$ cat src/rtl/uart_rx_frame_ctrl_pkg.sv
// Shared types and constants for the uart_rx frame controller.
package uart_pkg;

  // Frame parser states
  typedef enum logic [2:0] {
    ST_HUNT    = 3'd0,
    ST_LEN     = 3'd1,
    ST_PAYLOAD = 3'd2,
    ST_CHK     = 3'd3,
    ST_SEND    = 3'd4
  } state_t;

  // Reason codes reported alongside frame_err
  typedef enum logic [1:0] {
    ERR_LINE    = 2'd0,
    ERR_LEN     = 2'd1,
    ERR_CHK     = 2'd2,
    ERR_TIMEOUT = 2'd3
  } err_t;

  localparam logic [7:0] SOF_DEFAULT = 8'hA5;

  // Inter-byte gap in clocks: to_bytes character times of 10 bits each.
  // Computed in 64 bits because to_bytes*10*fclk overflows 32-bit int quickly.
  function automatic longint gap_clocks(input int to_bytes, input int fclk, input int baud);
    return (longint'(to_bytes) * 64'd10 * longint'(fclk)) / longint'(baud);
  endfunction

endpackage

$ cat src/rtl/uart_rx_frame_ctrl_if.sv
// Receive-side and payload-stream signals of the frame controller.
// Stream handshake: a beat transfers on a clock edge where m_valid and
// m_ready are both high; while m_valid is high and m_ready is low the
// producer holds m_data and m_last stable, and m_valid never drops
// before the transfer completes.
interface uart_rx_frame_ctrl_if;
  logic [7:0] rx_data;
  logic       rx_ready;
  logic       rx_error;
  logic [7:0] m_data;
  logic       m_valid;
  logic       m_last;
  logic       m_ready;

  // Frame controller side
  modport master (
    input  rx_data, rx_ready, rx_error, m_ready,
    output m_data, m_valid, m_last
  );

  // Environment side: uart_rx plus payload consumer
  modport slave (
    output rx_data, rx_ready, rx_error, m_ready,
    input  m_data, m_valid, m_last
  );
endinterface

$ cat src/rtl/uart_frame_buf.sv
// Payload register file: synchronous write, combinational read, no reset.
module uart_frame_buf #(
  parameter int DEPTH = 16,
  parameter int AW    = 4
) (
  input  logic          clk,
  input  logic          we,
  input  logic [AW-1:0] waddr,
  input  logic [7:0]    wdata,
  input  logic [AW-1:0] raddr,
  output logic [7:0]    rdata
);

  logic [7:0] mem [DEPTH];

  // Store one payload byte per write strobe
  always_ff @(posedge clk) begin
    if (we) mem[waddr] <= wdata;
  end

  assign rdata = mem[raddr];

endmodule

$ cat src/rtl/uart_rx_frame_ctrl.sv
// Frame controller behind uart_rx: parses SOF, LEN, payload, CHK, buffers
// the payload and releases it on the stream only when the checksum passes.
module uart_rx_frame_ctrl
  import uart_pkg::*;
#(
  parameter int         fclk     = 50_000_000,
  parameter int         baud     = 115_200,
  parameter logic [7:0] SOF      = SOF_DEFAULT,
  parameter int         MAX_LEN  = 16,
  parameter int         TO_BYTES = 4
) (
  input  logic                  clk50m,
  input  logic                  rst_n,
  uart_rx_frame_ctrl_if.master  bus,
  output logic                  frame_ok,
  output logic                  frame_err,
  output logic [1:0]            err_code,
  output logic                  overrun,
  output logic                  busy,
  output state_t                state_dbg
);

  localparam int IDX_W  = $clog2(MAX_LEN + 1);
  localparam int BUF_AW = (MAX_LEN > 1) ? $clog2(MAX_LEN) : 1;
  localparam longint GAP_CLK = gap_clocks(TO_BYTES, fclk, baud);
  localparam int GAP_W = $clog2(GAP_CLK + 1);
  localparam logic [GAP_W-1:0] GAP_LOAD = GAP_W'(GAP_CLK);
  localparam logic [GAP_W-1:0] GAP_ONE  = GAP_W'(1);
  localparam logic [IDX_W-1:0] IDX_ONE  = IDX_W'(1);

  state_t           state, state_nxt;
  err_t             err_q, err_nxt;
  logic             rdy_q;
  logic             stb;
  logic [IDX_W-1:0] len, wr_idx, rd_idx;
  logic [7:0]       sum;
  logic [7:0]       chk_sum;
  logic [GAP_W-1:0] gap;
  logic             gap_zero;
  logic             active;
  logic             len_bad;
  logic             last_wr, last_rd;
  logic             xfer;
  logic [7:0]       rdata;

  logic err_fire, ok_fire, ovr_fire;
  logic len_ld, sum_ld, sum_add, wr_clr, wr_inc, rd_clr, rd_inc, buf_we;

  // One strobe per byte: rising edge of the level-style ready flag
  assign stb      = bus.rx_ready & ~rdy_q;
  assign chk_sum  = sum + bus.rx_data;
  assign gap_zero = (gap == '0);
  assign active   = (state == ST_LEN) || (state == ST_PAYLOAD) || (state == ST_CHK);
  assign len_bad  = (bus.rx_data == 8'd0) || (bus.rx_data > 8'(MAX_LEN));
  assign last_wr  = (wr_idx == len - IDX_ONE);
  assign last_rd  = (rd_idx == len - IDX_ONE);
  assign xfer     = (state == ST_SEND) && bus.m_ready;

  // Moore outputs; m_data is forced low outside SEND so idle outputs read 0
  assign bus.m_valid = (state == ST_SEND);
  assign bus.m_last  = (state == ST_SEND) && last_rd;
  assign bus.m_data  = (state == ST_SEND) ? rdata : 8'h00;
  assign busy        = (state != ST_HUNT);
  assign err_code    = err_q;
  assign state_dbg   = state;

  uart_frame_buf #(
    .DEPTH (MAX_LEN),
    .AW    (BUF_AW)
  ) u_buf (
    .clk   (clk50m),
    .we    (buf_we),
    .waddr (wr_idx[BUF_AW-1:0]),
    .wdata (bus.rx_data),
    .raddr (rd_idx[BUF_AW-1:0]),
    .rdata (rdata)
  );

  // State register
  always_ff @(posedge clk50m or negedge rst_n) begin
    if (!rst_n) state <= ST_HUNT;
    else        state <= state_nxt;
  end

  // Next-state and datapath control; line error outranks LEN/CHK checks,
  // and a strobe in the same cycle as gap expiry is processed as a byte
  always_comb begin
    state_nxt = state;
    err_nxt   = err_q;
    err_fire  = 1'b0;
    ok_fire   = 1'b0;
    ovr_fire  = 1'b0;
    len_ld    = 1'b0;
    sum_ld    = 1'b0;
    sum_add   = 1'b0;
    wr_clr    = 1'b0;
    wr_inc    = 1'b0;
    rd_clr    = 1'b0;
    rd_inc    = 1'b0;
    buf_we    = 1'b0;
    case (state)
      ST_HUNT: begin
        if (stb && !bus.rx_error && (bus.rx_data == SOF)) state_nxt = ST_LEN;
      end
      ST_LEN: begin
        if (stb) begin
          if (bus.rx_error) begin
            err_fire = 1'b1; err_nxt = ERR_LINE; state_nxt = ST_HUNT;
          end else begin
            len_ld = 1'b1;
            sum_ld = 1'b1;
            if (len_bad) begin
              err_fire = 1'b1; err_nxt = ERR_LEN; state_nxt = ST_HUNT;
            end else begin
              wr_clr = 1'b1; state_nxt = ST_PAYLOAD;
            end
          end
        end else if (gap_zero) begin
          err_fire = 1'b1; err_nxt = ERR_TIMEOUT; state_nxt = ST_HUNT;
        end
      end
      ST_PAYLOAD: begin
        if (stb) begin
          if (bus.rx_error) begin
            err_fire = 1'b1; err_nxt = ERR_LINE; state_nxt = ST_HUNT;
          end else begin
            buf_we  = 1'b1;
            sum_add = 1'b1;
            wr_inc  = 1'b1;
            if (last_wr) state_nxt = ST_CHK;
          end
        end else if (gap_zero) begin
          err_fire = 1'b1; err_nxt = ERR_TIMEOUT; state_nxt = ST_HUNT;
        end
      end
      ST_CHK: begin
        if (stb) begin
          if (bus.rx_error) begin
            err_fire = 1'b1; err_nxt = ERR_LINE; state_nxt = ST_HUNT;
          end else if (chk_sum == 8'h00) begin
            ok_fire = 1'b1; rd_clr = 1'b1; state_nxt = ST_SEND;
          end else begin
            err_fire = 1'b1; err_nxt = ERR_CHK; state_nxt = ST_HUNT;
          end
        end else if (gap_zero) begin
          err_fire = 1'b1; err_nxt = ERR_TIMEOUT; state_nxt = ST_HUNT;
        end
      end
      ST_SEND: begin
        ovr_fire = stb;
        if (xfer) begin
          rd_inc = 1'b1;
          if (last_rd) state_nxt = ST_HUNT;
        end
      end
      default: state_nxt = ST_HUNT;
    endcase
  end

  // Edge detector, status pulses and held error reason
  always_ff @(posedge clk50m or negedge rst_n) begin
    if (!rst_n) begin
      rdy_q     <= 1'b0;
      frame_ok  <= 1'b0;
      frame_err <= 1'b0;
      overrun   <= 1'b0;
      err_q     <= ERR_LINE;
    end else begin
      rdy_q     <= bus.rx_ready;
      frame_ok  <= ok_fire;
      frame_err <= err_fire;
      overrun   <= ovr_fire;
      err_q     <= err_nxt;
    end
  end

  // Length, running checksum and buffer index counters
  always_ff @(posedge clk50m or negedge rst_n) begin
    if (!rst_n) begin
      len    <= '0;
      sum    <= 8'h00;
      wr_idx <= '0;
      rd_idx <= '0;
    end else begin
      if (len_ld)  len <= bus.rx_data[IDX_W-1:0];
      if (sum_ld)       sum <= bus.rx_data;
      else if (sum_add) sum <= chk_sum;
      if (wr_clr)       wr_idx <= '0;
      else if (wr_inc)  wr_idx <= wr_idx + IDX_ONE;
      if (rd_clr)       rd_idx <= '0;
      else if (rd_inc)  rd_idx <= rd_idx + IDX_ONE;
    end
  end

  // Inter-byte gap counter: reloads on each byte, runs only mid-frame
  always_ff @(posedge clk50m or negedge rst_n) begin
    if (!rst_n) begin
      gap <= '0;
    end else if (stb) begin
      gap <= GAP_LOAD;
    end else if (active && !gap_zero) begin
      gap <= gap - GAP_ONE;
    end
  end

endmodule
$ cat src/flat_wrapper.sv
// flat-port wrapper written by rule: the top's interface ports become plain ports
module uart_rx_frame_ctrl_flat import uart_pkg::*;
#(
  parameter int         fclk     = 50_000_000,
  parameter int         baud     = 115_200,
  parameter logic [7:0] SOF      = SOF_DEFAULT,
  parameter int         MAX_LEN  = 16,
  parameter int         TO_BYTES = 4
)
  (clk50m, rst_n, frame_ok, frame_err, err_code, overrun, busy, state_dbg, bus_rx_data, bus_rx_ready, bus_rx_error, bus_m_ready, bus_m_data, bus_m_valid, bus_m_last);
  uart_rx_frame_ctrl_if bus_i ();
  input  logic clk50m;
  input  logic rst_n;
  output logic frame_ok;
  output logic frame_err;
  output logic [1:0] err_code;
  output logic overrun;
  output logic busy;
  output state_t state_dbg;
  input wire logic [$bits(bus_i.rx_data)-1:0] bus_rx_data;
  input wire logic [$bits(bus_i.rx_ready)-1:0] bus_rx_ready;
  input wire logic [$bits(bus_i.rx_error)-1:0] bus_rx_error;
  input wire logic [$bits(bus_i.m_ready)-1:0] bus_m_ready;
  output wire logic [$bits(bus_i.m_data)-1:0] bus_m_data;
  output wire logic [$bits(bus_i.m_valid)-1:0] bus_m_valid;
  output wire logic [$bits(bus_i.m_last)-1:0] bus_m_last;
  assign bus_i.rx_data = bus_rx_data;
  assign bus_i.rx_ready = bus_rx_ready;
  assign bus_i.rx_error = bus_rx_error;
  assign bus_i.m_ready = bus_m_ready;
  assign bus_m_data = bus_i.m_data;
  assign bus_m_valid = bus_i.m_valid;
  assign bus_m_last = bus_i.m_last;
  uart_rx_frame_ctrl #(.fclk(fclk), .baud(baud), .SOF(SOF), .MAX_LEN(MAX_LEN), .TO_BYTES(TO_BYTES)) u_core (.clk50m(clk50m), .rst_n(rst_n), .bus(bus_i), .frame_ok(frame_ok), .frame_err(frame_err), .err_code(err_code), .overrun(overrun), .busy(busy), .state_dbg(state_dbg));
endmodule
$ cat config.mk
export PLATFORM = sky130hd
export DESIGN_NAME = uart_rx_frame_ctrl_flat
export DESIGN_NICKNAME = d
export VERILOG_FILES = /design/src/rtl/uart_rx_frame_ctrl_pkg.sv /design/src/rtl/uart_rx_frame_ctrl_if.sv /design/src/rtl/uart_frame_buf.sv /design/src/rtl/uart_rx_frame_ctrl.sv /design/src/flat_wrapper.sv
export SDC_FILE = /design/constraint.sdc
export NUM_CORES = 1
export LEC_CHECK = 0
export ABC_AREA = 1
export BUFFER_PORTS_ARGS = -buffer_cell sky130_fd_sc_hd__clkbuf_2
export CORE_UTILIZATION = 60
export CTS_BUF_LIST = sky130_fd_sc_hd__clkbuf_4 sky130_fd_sc_hd__clkbuf_8
export CTS_CLUSTER_DIAMETER = 120
export DETAILED_ROUTE_END_ITERATION = 8
export PLACE_DENSITY_LB_ADDON = 0.12
export SETUP_SLACK_MARGIN = 0.05
export SLEW_MARGIN = 20
export SYNTH_ARGS = -nofsm -noshare
export SYNTH_HDL_FRONTEND = slang
export SYNTH_SLANG_ARGS = --single-unit
$ cat constraint.sdc
create_clock -name clk50m -period 2.8 [get_ports clk50m]
set_clock_uncertainty 0.05 [all_clocks]
set_input_delay 0.56 -clock clk50m [delete_from_list [all_inputs] [get_ports clk50m]]
set_output_delay 0.56 -clock clk50m [all_outputs]
set_load 0.03 [all_outputs]
# --- After elaboration in Yosys (flattened, before gate mapping) ---
# Memories as Yosys holds them, arrays and structs flattened.
# Index checks and enable logic that the tools add are counted.
totals:
  reg_bits: 47
  ramBits: 128
  inputBits: 13
  out_inout_bits: 19
  n_memories: 1
memory_table:
  columns: ["memory", "words", "width", "read_ports", "rd_ports_with_merged_regs", "write_ports", "line_no", "text"]
  rows:
  - ["u_core.u_buf.mem", 16, 8, 1, 0, 1, "uart_frame_buf.sv:14", "logic [7:0] mem [DEPTH];"]
classes:
  addsub: 5
  order_cmp: 1
  eq_ne: 14
  mux: 60
  n_bitwise: 2
  reduce_logical: 22
op_table:
  columns: ["op", "count"]
  rows:
  - ["2-to-1 mux 3 bit", 12]
  - ["2-to-1 mux 15 bit", 2]
  - ["2-to-1 mux 1 bit", 26]
  - ["2-to-1 mux 8 bit", 3]
  - ["2-to-1 mux 2 bit", 10]
  - ["2-to-1 mux 5 bit", 4]
  - ["zero test 8 bit", 2]
  - ["zero test 15 bit", 1]
  - ["one-hot mux 3 bit (5 select lines)", 1]
  - ["subtractor 15 x 1 -> 15 bit (second input constant)", 1]
  - ["inequality test 4 bit (second input constant)", 3]
  - ["adder 5 x 1 -> 5 bit (second input constant)", 2]
  - ["equality test 5 bit", 2]
  - ["adder 8 bit", 1]
  - ["equality test 8 bit (second input constant)", 1]
  - ["> comparator 8 x 5 -> 1 bit (second input constant)", 1]
  - ["AND reduction 4 bit", 2]
  - ["nonzero test 2 bit", 4]
  - ["equality test 3 x 2 -> 1 bit (second input constant)", 2]
  - ["inequality test 2 x 1 -> 1 bit (second input constant)", 3]
  - ["one-hot mux 2 bit (3 select lines)", 1]
  - ["nonzero test 3 bit", 2]
  - ["logical AND 1 bit", 5]
  - ["subtractor 5 x 1 -> 5 bit (second input constant)", 1]
  - ["9 further kinds", 12]

# --- Longest topological paths before layout ---
# Gate-level depths: netlist of run 1.
logic_depth:
  word_depth: 7
  mapped_depth: 14
  depth_no_buf: 14

# --- Hierarchy ---
# A second synthesis of run 1 with hierarchy kept.
hier_totals:
  cells_unflattened: 981
  area_unflattened_um2: 8792.2
by_module_without_submodules:
  columns: ["mod", "instances", "cells_per_inst", "area_per_inst_um2"]
  rows:
  - ["uart_frame_buf", 1, 543, 5606.6]
  - ["uart_rx_frame_ctrl", 1, 438, 3185.6]

# --- Worst setup path after synthesis of run 1 ---
# Ideal clock, no wire load.
synth_path:
  path_type: "register to output"
  startpoint: "register u_core.rd_idx[1]"
  endpoint: "output port bus_m_data[0]"
  arrival_ns: 1.692
  t_required_ns: 2.190
  setup_slack_ns: 0.498
  stages_incl_launch_ff: 8
  path_cell_list: "dfrtp_1 > buf_2 > inv_1 > clkbuf_1 > o21ai_0 > o22ai_1 > nand2_1 > a31oi_1"
synth_via:
  elab_chain_len: 2
synth_lines:
  columns: ["item", "line_no", "text"]
  rows:
  - ["start: declaration", "uart_rx_frame_ctrl.sv:35", "logic [IDX_W-1:0] len, wr_idx, rd_idx;"]
  - ["start signal: assignment", "uart_rx_frame_ctrl.sv:191", "else if (rd_inc) rd_idx <= rd_idx + IDX_ONE;"]
  - ["memory read (16 x 8 bit)", null, null]
  - ["2-to-1 mux 8 bit", "uart_rx_frame_ctrl.sv:62", "assign bus.m_data = (state == ST_SEND) ? rdata : 8'h00;"]
  - ["end: declaration", "flat_wrapper.sv:24", "output wire logic [$bits(bus_i.m_data)-1:0] bus_m_data;"]
# No other way between the ends.

# --- Final worst setup path of run 1 ---
layout_path:
  startpoint: "register u_core.rd_idx[0]"
  endpoint: "output port bus_m_data[7]"
# The elaborated chain is that of the path after synthesis.

==> results of run 1 <==
[power by group through the flow]
stage	clock, mW	sequential (mW)	combinational [mW]
floorplan	0	3.09	0.906
global placement	0	3.09	1.23
detailed placement	0	3.09	1.26
CTS	1.72	3.03	1.27
global route	1.82	3.06	1.48
finish	1.71	3.04	1.32
[per-stage QoR]
| step | setup slack, ns | util [%] |
|---|---|---|
| 5_1_grt | -0.0816 | 71.0 |
| 2_1_floorplan | 0.498 | - |
| 3_3_place_gp | 0.415 | 65.5 |
| 6_report | 0.00317 | 71.0 |
| 3_5_place_dp | 0.361 | 65.5 |
| 4_1_cts | 0.0196 | 69.2 |
[flip-flops by register name (all words and copies together) (netlist names)]
| signal | flops |
|---|---|
| u_core.frame_ok | 1 |
| u_core.overrun | 1 |
| u_core.frame_err | 1 |
| u_core.rdy_q | 1 |
| u_core.len | 5 |
| u_core.wr_idx | 5 |
| u_core.sum | 8 |
| u_core.err_code | 2 |
| u_core.u_buf.mem | 128 |
| u_core.gap | 15 |
| u_core.rd_idx | 5 |
| u_core.state_dbg | 3 |
[cells in the mapped netlist (2+ instances only)]
cell / number / area [um2]
clkbuf_1: 11 / 41.3
a31oi_1: 8 / 50.1
o21ai_0: 84 / 420
nor2_1: 124 / 465
o22ai_1: 20 / 125
xnor2_1: 2 / 17.5
nand2_2: 6 / 37.5
xor2_1: 7 / 61.3
o211ai_1: 10 / 75.1
dfrtp_1: 47 / 1180
ha_1: 14 / 175
edfxtp_1: 128 / 3840
nor2_4: 2 / 22.5
a21oi_1: 12 / 60.1
o221ai_1: 15 / 131
inv_1: 71 / 267
nand2_1: 136 / 510
nor2_2: 4 / 25.0
a21o_1: 2 / 15.0
nor3_1: 4 / 20.0
inv_2: 5 / 18.8
nand3b_1: 3 / 22.5
o21ai_1: 4 / 20.0
nand3_1: 40 / 200
nor3_2: 2 / 20.0
buf_4: 2 / 15.0
nand4_1: 13 / 81.3
buf_2: 13 / 65.1
[placed cells by master (no fill, tap or decap), types with 7 or more instances in the layout]
cell / n
clkbuf_2: 22
nand2_1: 136
clkbuf_8: 17
edfxtp_1: 128
o22ai_1: 17
o211ai_1: 10
inv_1: 68
dfrtp_1: 45
nor2_1: 123
a21oi_1: 12
o21ai_0: 76
a31oi_1: 7
buf_4: 39
nand4_1: 13
xor2_1: 7
o221ai_1: 14
nand3_1: 39
ha_1: 13
o21ai_1: 8
[timing repair]
item / CTS / global route
gates cloned: 2 / 5
endpoints found under the setup margin: 7 / 9
pin swaps: 5 / 15
resized for setup: 18 / 47
hold buffers: 0 / 0
buffers inserted: 1 / 2
[area by class of cell]
| class | count | area [um2] | area share, % |
|---|---|---|---|
| Clock inverter | 13 | 141 | 1.50 |
| Clock buffer | 18 | 241 | 2.57 |
| Timing Repair Buffer | 78 | 733 | 7.80 |
| Tap cell | 176 | 220 | 2.34 |
| Inverter | 78 | 303 | 3.22 |
| Sequential cell | 175 | 5020 | 53.4 |
| Multi-Input combinational cell | 521 | 2740 | 29.1 |
[worst reg2reg max path: cells and delay by family, from the launching register on]
| kind | cells | cell delay, ns |
|---|---|---|
| simple gates | 9 | 0.91 |
| buf+inv | 2 | 0.20 |
| flops | 1 | 0.38 |
| fa+ha+maj | 2 | 0.56 |
[per-layer routing]
layer	up-vias	GRT usage [%]	share of wire [%]
li1	2919	-	-
met1	3064	41.1	41
met2	338	48.1	48
met3	57	6.03	7.7
met4	0	13.1	3.4
met5	-	0	0
[cell families after synthesis]
family | count (synthesis) | synth area share [%]
AOI/OAI and AO/OA | 158 | 11.3
and+or+nand+nor | 339 | 18.1
adders and majority gates | 15 | 2.40
DFF | 175 | 61.8
xor gates and xnor gates | 9 | 0.971
buffers and inverters | 106 | 5.33
[path summary, 6_finish.rpt]
kind	cells past startpoint	slack [ns]	start	endpoint
setup / recovery	7	0.003	u_core.rd_idx[0]	bus_m_data[7]
hold / removal	1	0.05	rst_n	u_core.gap[6]
setup reg to reg	13	0.60	u_core.sum[0]	u_core.err_code[1]
hold reg to reg	1	0.45	u_core.gap[3]	u_core.gap[3]
max in group asynchronous	2	2.08	rst_n	u_core.rd_idx[0]
min in group clk50m	1	0.17	bus_rx_ready	u_core.rdy_q
==> results.ini, run 1 <==
[synth]
syn_area_per_cell_um2=10.1
ys_ff_latch=175
synthDistinctLibCells=41
synthFlopType=edfxtp_1
async_reset_ff_share_pct=26.9
synth-edff-count=128
ys_seq_area_share_pct=61.8
yosysWarnings=0
synthCells=802
syn_area_mm2=0.00812
synth_nets=830

[route]
num_vias=6378
drt_pass1_iterations=6
routedWlPerCell_um=19.7
drc=0
routed_wl_um=20900
drtIter0Drc=748
vias_per_cell=6.02
ant_nets=0

[global_route]
first_global_vias=5946
antenna_found_initial=0
gr-total-overflow=0
grt_pass1_wl_um=31500
grt_max_degree=26
gr-usage-all-layers_pct=30.4

[die]
chipHeight_um=118
fp-row-count=42
die_x_um=118
pin_count=32
core_area_mm2=0.0132
floorplan.initialDensity_pct=61.3
dieArea_mm2=0.0140

[power]
vdd_drop_max_mv=0.328
p_sw_mw=1.89
switching_share_pct=31.2
clkPwrFrac_pct=28.1
pwr_density_cell_mw_per_mm2=645
power_frac_seq_pct=50.1
power_mw=6.07
pwr-share-comb_pct=21.8
p_int_mw=4.17
p_leak_nw=3.76

[place]
gp_congestion=0.905
dp_cells=1018
placed_area_mm2=0.00867
dpl.hpwl_um=13300
numPortBuffers=31

[setup_path]
crit_required_ns=2.19
cp-end-kind=output port
startpoint_type=flip-flop
path_buf_inv=3
crit_path_max_fanout=6
path_cells=buf_8, clkbuf_16, o21ai_0, o221ai_1, nand3_1, a31oi_2, buf_6
slowest_stage=dfrtp_2
critical_path.top_delay_family=compound AO/OA/AOI/OAI gates
max_stage_delay_ns=0.43
critPathKind=flip-flop to output port
arrival_ns=2.19

[timing]
final_max_slew_viol_count=0
finalCritPeriodShare_pct=99.9
tns_ns=0
rsz0062_at_grt=yes
slew_headroom_pct=57.2
finalSetupViolCount=0
hold_ws_ns=0.0472
min_period_ns=2.80
hold_violations=0
timing.fmax_mhz=358
worst_pin_slew_ns=0.643

[layout]
insertedDiodeCount=0
fillers=1015
instances_no_fill=1059
nets=899
drive_above_1_share_pct=16.9
post-route-cell-area_mm2=0.00940
syn_to_final_growth_pct=15.8

[clocking]
clk_path_buf_depth=2
cts_made_buffers=17
clock_latency_ns=0.47
numClockSinks=175
clkSlewWorstSetupHoldPaths_ns=0.09
cts_tree=built
cts_root_buffer=clkbuf_8
h-tree-depth=4

[job]
max_cap_viol_count=0

[min_path]
hold_class=input port to asynchronous set/reset pin

[outcome]
status=completed

No activity file was read; power rests on OpenSTA's default activity.
==> run 2: changes to the inputs <==
--- a/config.mk
+++ b/config.mk
@@ -8,7 +8,6 @@
 export ABC_AREA = 1
 export BUFFER_PORTS_ARGS = -buffer_cell sky130_fd_sc_hd__clkbuf_2
 export CORE_UTILIZATION = 60
-export CTS_BUF_LIST = sky130_fd_sc_hd__clkbuf_4 sky130_fd_sc_hd__clkbuf_8
 export CTS_CLUSTER_DIAMETER = 120
 export DETAILED_ROUTE_END_ITERATION = 8
 export PLACE_DENSITY_LB_ADDON = 0.12
==> results.ini, run 2 (synthesis gave the netlist of run 1 again) <==
[layout]
drive_above_1_share_pct=15.2
top_register=u_core.u_buf.mem
final_common_cell=nand2_1
final_cell_mix=nand2_1 (136), edfxtp_1 (128), nor2_1 (124)
syn_to_final_growth_pct=15.3
reg_top3=u_core.u_buf.mem x128, u_core.gap x15, u_core.sum x8
insertedDiodeCount=0
ff_latch_area_mm2=0.00502
multi_input_comb_area_mm2=0.00271
fillers=1023
final_util_pct=70.7
nets=890
largest_register_ffs=128

[job]
max_cap_viol_count=0

[global_route]
antenna_found_initial=0
busiest_layer=met2
first_global_vias=5931
grt_pass1_wl_um=31200
gr-usage-all-layers_pct=30.0
globalRouteMet2Util_pct=47.8
grt_max_degree=49
global_route.usage.met1_pct=41.1
gr-total-overflow=0
use_met3_pct=5.31

[place]
place_ws_ns=0.361
gp_congestion=0.905
dpl.hpwl_um=13300
numPortBuffers=31

[timing]
hold_violations=0
tns_ns=0
rsz0062_at_grt=yes
finalWorstSetupSlack_ns=0.0824
finalCritPeriodShare_pct=97.1
final_max_slew_viol_count=0
slew_headroom_pct=57.0
worst_pin_slew_ns=0.644
timing.fmax_mhz=368
hold_ws_ns=0.0909
finalSetupViolCount=0
min_period_ns=2.72

[die]
floorplan.initialDensity_pct=61.3
die_x_um=118
chipHeight_um=118
core_area_mm2=0.0132
fp-row-count=42
dieArea_mm2=0.0140
pin_count=32

[clocking]
clkSlewWorstSetupHoldPaths_ns=0.06
h-tree-depth=4
numClockSinks=175
cts_root_buffer=clkbuf_16
cts_tree=built
cts_made_buffers=17
ctsHoldBuffers=0
clk_path_buf_depth=2
clock_latency_ns=0.42

[setup_path]
crit_required_ns=2.19
r2r_slack_ns=0.62
max_stage_delay_ns=0.44
crit_path_max_fanout=18
critPathKind=flip-flop to output port
path_cells=clkinvlp_4, buf_8, o21ai_0, o22ai_1, nand2_1, a31oi_2, buf_6
cp-end-kind=output port
startpoint_type=flip-flop
arrival_ns=2.11
slowest_stage=dfrtp_2

[route]
routed_wl_um=19700
num_vias=6244
ant_nets=0
drc=0
routedWlPerCell_um=18.7
drt_pass1_iterations=5
drtIter0Drc=719
vias_per_cell=5.95

[power]
p_sw_mw=1.94
p_leak_nw=3.74
p_int_mw=4.68
vdd_drop_max_mv=0.342
power_mw=6.63
pwr-share-comb_pct=19.8
power_frac_seq_pct=45.9
clkPwrFrac_pct=34.3
switching_share_pct=29.3
pwr_density_cell_mw_per_mm2=708

[min_path]
hold_class=input port to asynchronous set/reset pin

[outcome]
status=completed

[run 2: cell count changes in the layout (fill, tap and decap cells not counted), moves of 2 or more]
cell,change
clkbuf_8,-17
o21ai_0,+6
clkbuf_16,+14
o21ai_2,-3
buf_4,-5
o21ai_1,-2
buf_12,-2
buf_16,-2
[run 2: routing by layer]
| layer | part of all wire (%) | vias up |
|---|---|---|
| met5 | 0 | - |
| met4 | 2.7 | 0 |
| met3 | 6.7 | 38 |
| met2 | 48 | 281 |
| met1 | 43 | 3018 |
| li1 | - | 2907 |
[run 2: what timing repair did]
| item | in CTS | in global routing |
|---|---|---|
| buffers inserted | 0 | 0 |
| endpoints found under the setup margin | 3 | 9 |
| gates cloned | 0 | 1 |
| pin swaps | 0 | 3 |
| gates resized for setup | 3 | 34 |
[run 2: power groups by stage]
stage	Clock, mW	Combinational (mW)	Sequential [mW]
2_1_floorplan	0	0.906	3.09
3_3_place_gp	0	1.23	3.09
3_5_place_dp	0	1.26	3.09
4_1_cts	2.30	1.27	3.04
5_1_grt	2.40	1.47	3.06
6_report	2.27	1.31	3.04
[run 2: per-stage QoR]
stage / area (um2) / cells
global route: 9360 / 1050
detailed placement: 8670 / 1018
floorplan: 8120 / 802
global placement: 8670 / 1018
CTS: 9250 / 1049
finish: 9360 / 1050
[run 2: worst max-delay path: cells and delay by family (launching register included)]
kind / cells / cell delay (ns)
AO/OA/AOI/OAI: 3 / 0.55
buffers and inverters: 3 / 0.51
flip-flops: 1 / 0.44
AND/OR/NAND/NOR: 1 / 0.17
[run 2: worst paths after layout]
check,cells past startpoint,start,to
min in group clk50m,1,bus_rx_ready,u_core.rdy_q
max reg2reg,13,u_core.sum[0],u_core.err_code[1]
max,7,u_core.rd_idx[0],bus_m_data[7]
min,1,rst_n,u_core.gap[6]
max in group asynchronous,2,rst_n,u_core.rd_idx[1]
min reg2reg,1,u_core.gap[2],u_core.gap[2]
[run 2: area by class of cell]
class	instances	share of cell area, %
flip-flops and latches	175	53.7
multi-input cells	521	28.9
repair buffers	69	5.76
clock buffers	18	4.59
inverters	78	3.20
well taps	176	2.35
clock inverters	13	1.51
==> run 3: changes to the inputs <==
--- a/config.mk
+++ b/config.mk
@@ -5,11 +5,12 @@
 export SDC_FILE = /design/constraint.sdc
 export NUM_CORES = 1
 export LEC_CHECK = 0
-export ABC_AREA = 1
+export ABC_AREA = 0
 export BUFFER_PORTS_ARGS = -buffer_cell sky130_fd_sc_hd__clkbuf_2
 export CORE_UTILIZATION = 60
 export CTS_CLUSTER_DIAMETER = 120
 export DETAILED_ROUTE_END_ITERATION = 8
+export GPL_TIMING_DRIVEN = 0
 export PLACE_DENSITY_LB_ADDON = 0.12
 export SETUP_SLACK_MARGIN = 0.05
 export SLEW_MARGIN = 20
==> results.ini, run 3 <==
[layout]
reg_top3=u_core.u_buf.mem x128, u_core.gap x15, u_core.sum x8
final_common_cell=edfxtp_1
final_util_pct=73.7
nets=623
top_register=u_core.u_buf.mem
insertedDiodeCount=0
syn_to_final_growth_pct=19.2
drive_above_1_share_pct=29.3
largest_register_ffs=128
final_cell_mix=edfxtp_1 (128), dfrtp_1 (46), mux4_2 (40)

[clocking]
numClockSinks=175
clock_latency_ns=0.43
clkSlewWorstSetupHoldPaths_ns=0.06
h-tree-depth=4
cts_tree=built
cts_made_buffers=17
clk_path_buf_depth=2
cts_root_buffer=clkbuf_16
ctsHoldBuffers=0

[power]
vdd_drop_max_mv=0.635
pwr_density_cell_mw_per_mm2=830
power_mw=7.74
p_leak_nw=3.33

[route]
drtIter0Drc=529
drt_pass1_iterations=5
vias_per_cell=6.13
ant_nets=0
routedWlPerCell_um=22.9
drc=0
num_vias=4780
routed_wl_um=17900

[setup_path]
startpoint_type=flip-flop
crit_required_ns=2.19
critPathKind=flip-flop to output port
r2r_slack_ns=0.15
cp-end-kind=output port
crit_path_max_fanout=8
arrival_ns=2.55

[global_route]
grt_pass1_wl_um=26400
gr-total-overflow=0
global_route.usage.met1_pct=39.6
grt_max_degree=48
use_met3_pct=7.06
first_global_vias=4609
busiest_layer=met2
globalRouteMet2Util_pct=42.8
antenna_found_initial=0
gr-usage-all-layers_pct=27.7

[place]
numPortBuffers=31
gp_congestion=0.857
dpl.hpwl_um=10800

[synth]
synthCells=528
ys_ff_latch=175
synthDistinctLibCells=56
yosysWarnings=0
synth_area_leaders=edfxtp_1 (49%), dfrtp_1 (15%), mux4_2 (12%)
synth_top_area_share_pct=49.1
async_reset_ff_share_pct=26.9
yosys.area.top_type=edfxtp_1
synthFlopType=edfxtp_1
synth_commonest_cells=edfxtp_1 (128), dfrtp_1 (47), nor2_1 (47)
synth_nets=556
synth-edff-count=128
syn_area_mm2=0.00783
synth_most_common_cell=edfxtp_1
ys_seq_area_share_pct=64.1
syn_area_per_cell_um2=14.8

[die]
core_area_mm2=0.0127
chipHeight_um=116
dieArea_mm2=0.0135
fp-row-count=41
floorplan.initialDensity_pct=61.8
die_x_um=116
pin_count=32

[min_path]
hold_class=input port to asynchronous set/reset pin

[timing]
rsz0062_at_grt=yes
hold_violations=0
finalCritPeriodShare_pct=113
worst_pin_slew_ns=0.796
finalSetupViolCount=9
timing.fmax_mhz=317
min_period_ns=3.16
finalWorstSetupSlack_ns=-0.359
final_max_slew_viol_count=0
slew_headroom_pct=46.9

[outcome]
violations=negative setup slack
status=complete, but fails checks

[job]
max_cap_viol_count=0

[run 3: cell type report]
class | instances | area (um2)
Inverter | 16 | 60.1
Clock inverter | 13 | 116
Fill cell | 836 | 3340
Sequential cell | 175 | 5020
Multi-Input combinational cell | 314 | 2900
Clock buffer | 19 | 433
Tap cell | 172 | 215
Buffer | 22 | 171
Timing Repair Buffer | 49 | 415
[run 3: path summary, 6_finish.rpt]
kind | endpoint | cells after the start | from
min reg2reg | u_core.sum[2] | 2 | u_core.sum[2]
max | bus_m_data[0] | 6 | u_core.rd_idx[0]
min in group clk50m | u_core.rdy_q | 1 | bus_rx_ready
max in group asynchronous | u_core.rd_idx[0] | 1 | rst_n
min | u_core.gap[2] | 1 | rst_n
max reg2reg | u_core.err_code[0] | 8 | u_core.sum[0]
[run 3: where the power goes]
part	leakage, nW	internal (mW)	switching [mW]
clock network	0.241	1.22	1.00
logic	1.37	1.33	1.29
registers	1.72	2.84	0.0580
total	3.33	5.39	2.35
[run 3: metrics by stage]
| step | setup TNS, ns | instance area [um2] | hold WS [ns] | worst slack [ns] | cells |
|---|---|---|---|---|---|
| after floorplan | -0.0570 | 7860 | 0.214 | -0.0217 | 528 |
| after global placement | -45.98 | 8230 | 0.405 | -0.691 | 731 |
| after detailed placement | -43.60 | 8240 | 0.413 | -0.749 | 731 |
| after CTS | -3.23 | 9060 | 0.161 | -0.389 | 770 |
| after global routing | -3.41 | 9330 | 0.190 | -0.413 | 780 |
| final | -2.90 | 9330 | 0.138 | -0.359 | 780 |
[run 3: kinds of logic (layout without fill, tap and decap cells)]
| group | Yosys count | after routing | synth area share, % |
|---|---|---|---|
| adders and majority gates | 15 | 15 | 2.49 |
| muxes | 44 | 44 | 12.0 |
| AOI/OAI and AO/OA | 52 | 52 | 4.35 |
| and+or+nand+nor | 168 | 168 | 11.2 |
| DFF | 175 | 175 | 64.1 |
| buffers and inverters | 39 | 119 | 1.93 |
| xor gates and xnor gates | 35 | 35 | 3.91 |
[run 3: critical path: stages (launching register included)]
cell and delay, ns:
dfrtp_2 0.44, buf_12 0.16, buf_12 0.14, mux4_2 0.56, mux4_2 0.51, nor2b_4 0.14, buf_6 0.15
[run 3: per-layer routing]
| metal | up-vias | part of all wire (%) |
|---|---|---|
| met4 | 0 | 1.2 |
| met1 | 2453 | 44 |
| li1 | 2123 | - |
| met5 | - | 0 |
| met2 | 178 | 49 |
| met3 | 26 | 5.8 |
[run 3: timing repair]
item / CTS / global route
pin swaps: 4 / 3
setup buffers: 8 / 7
endpoints found under the setup margin: 131 / 130
gates cloned: 0 / 3
resized for setup: 59 / 55
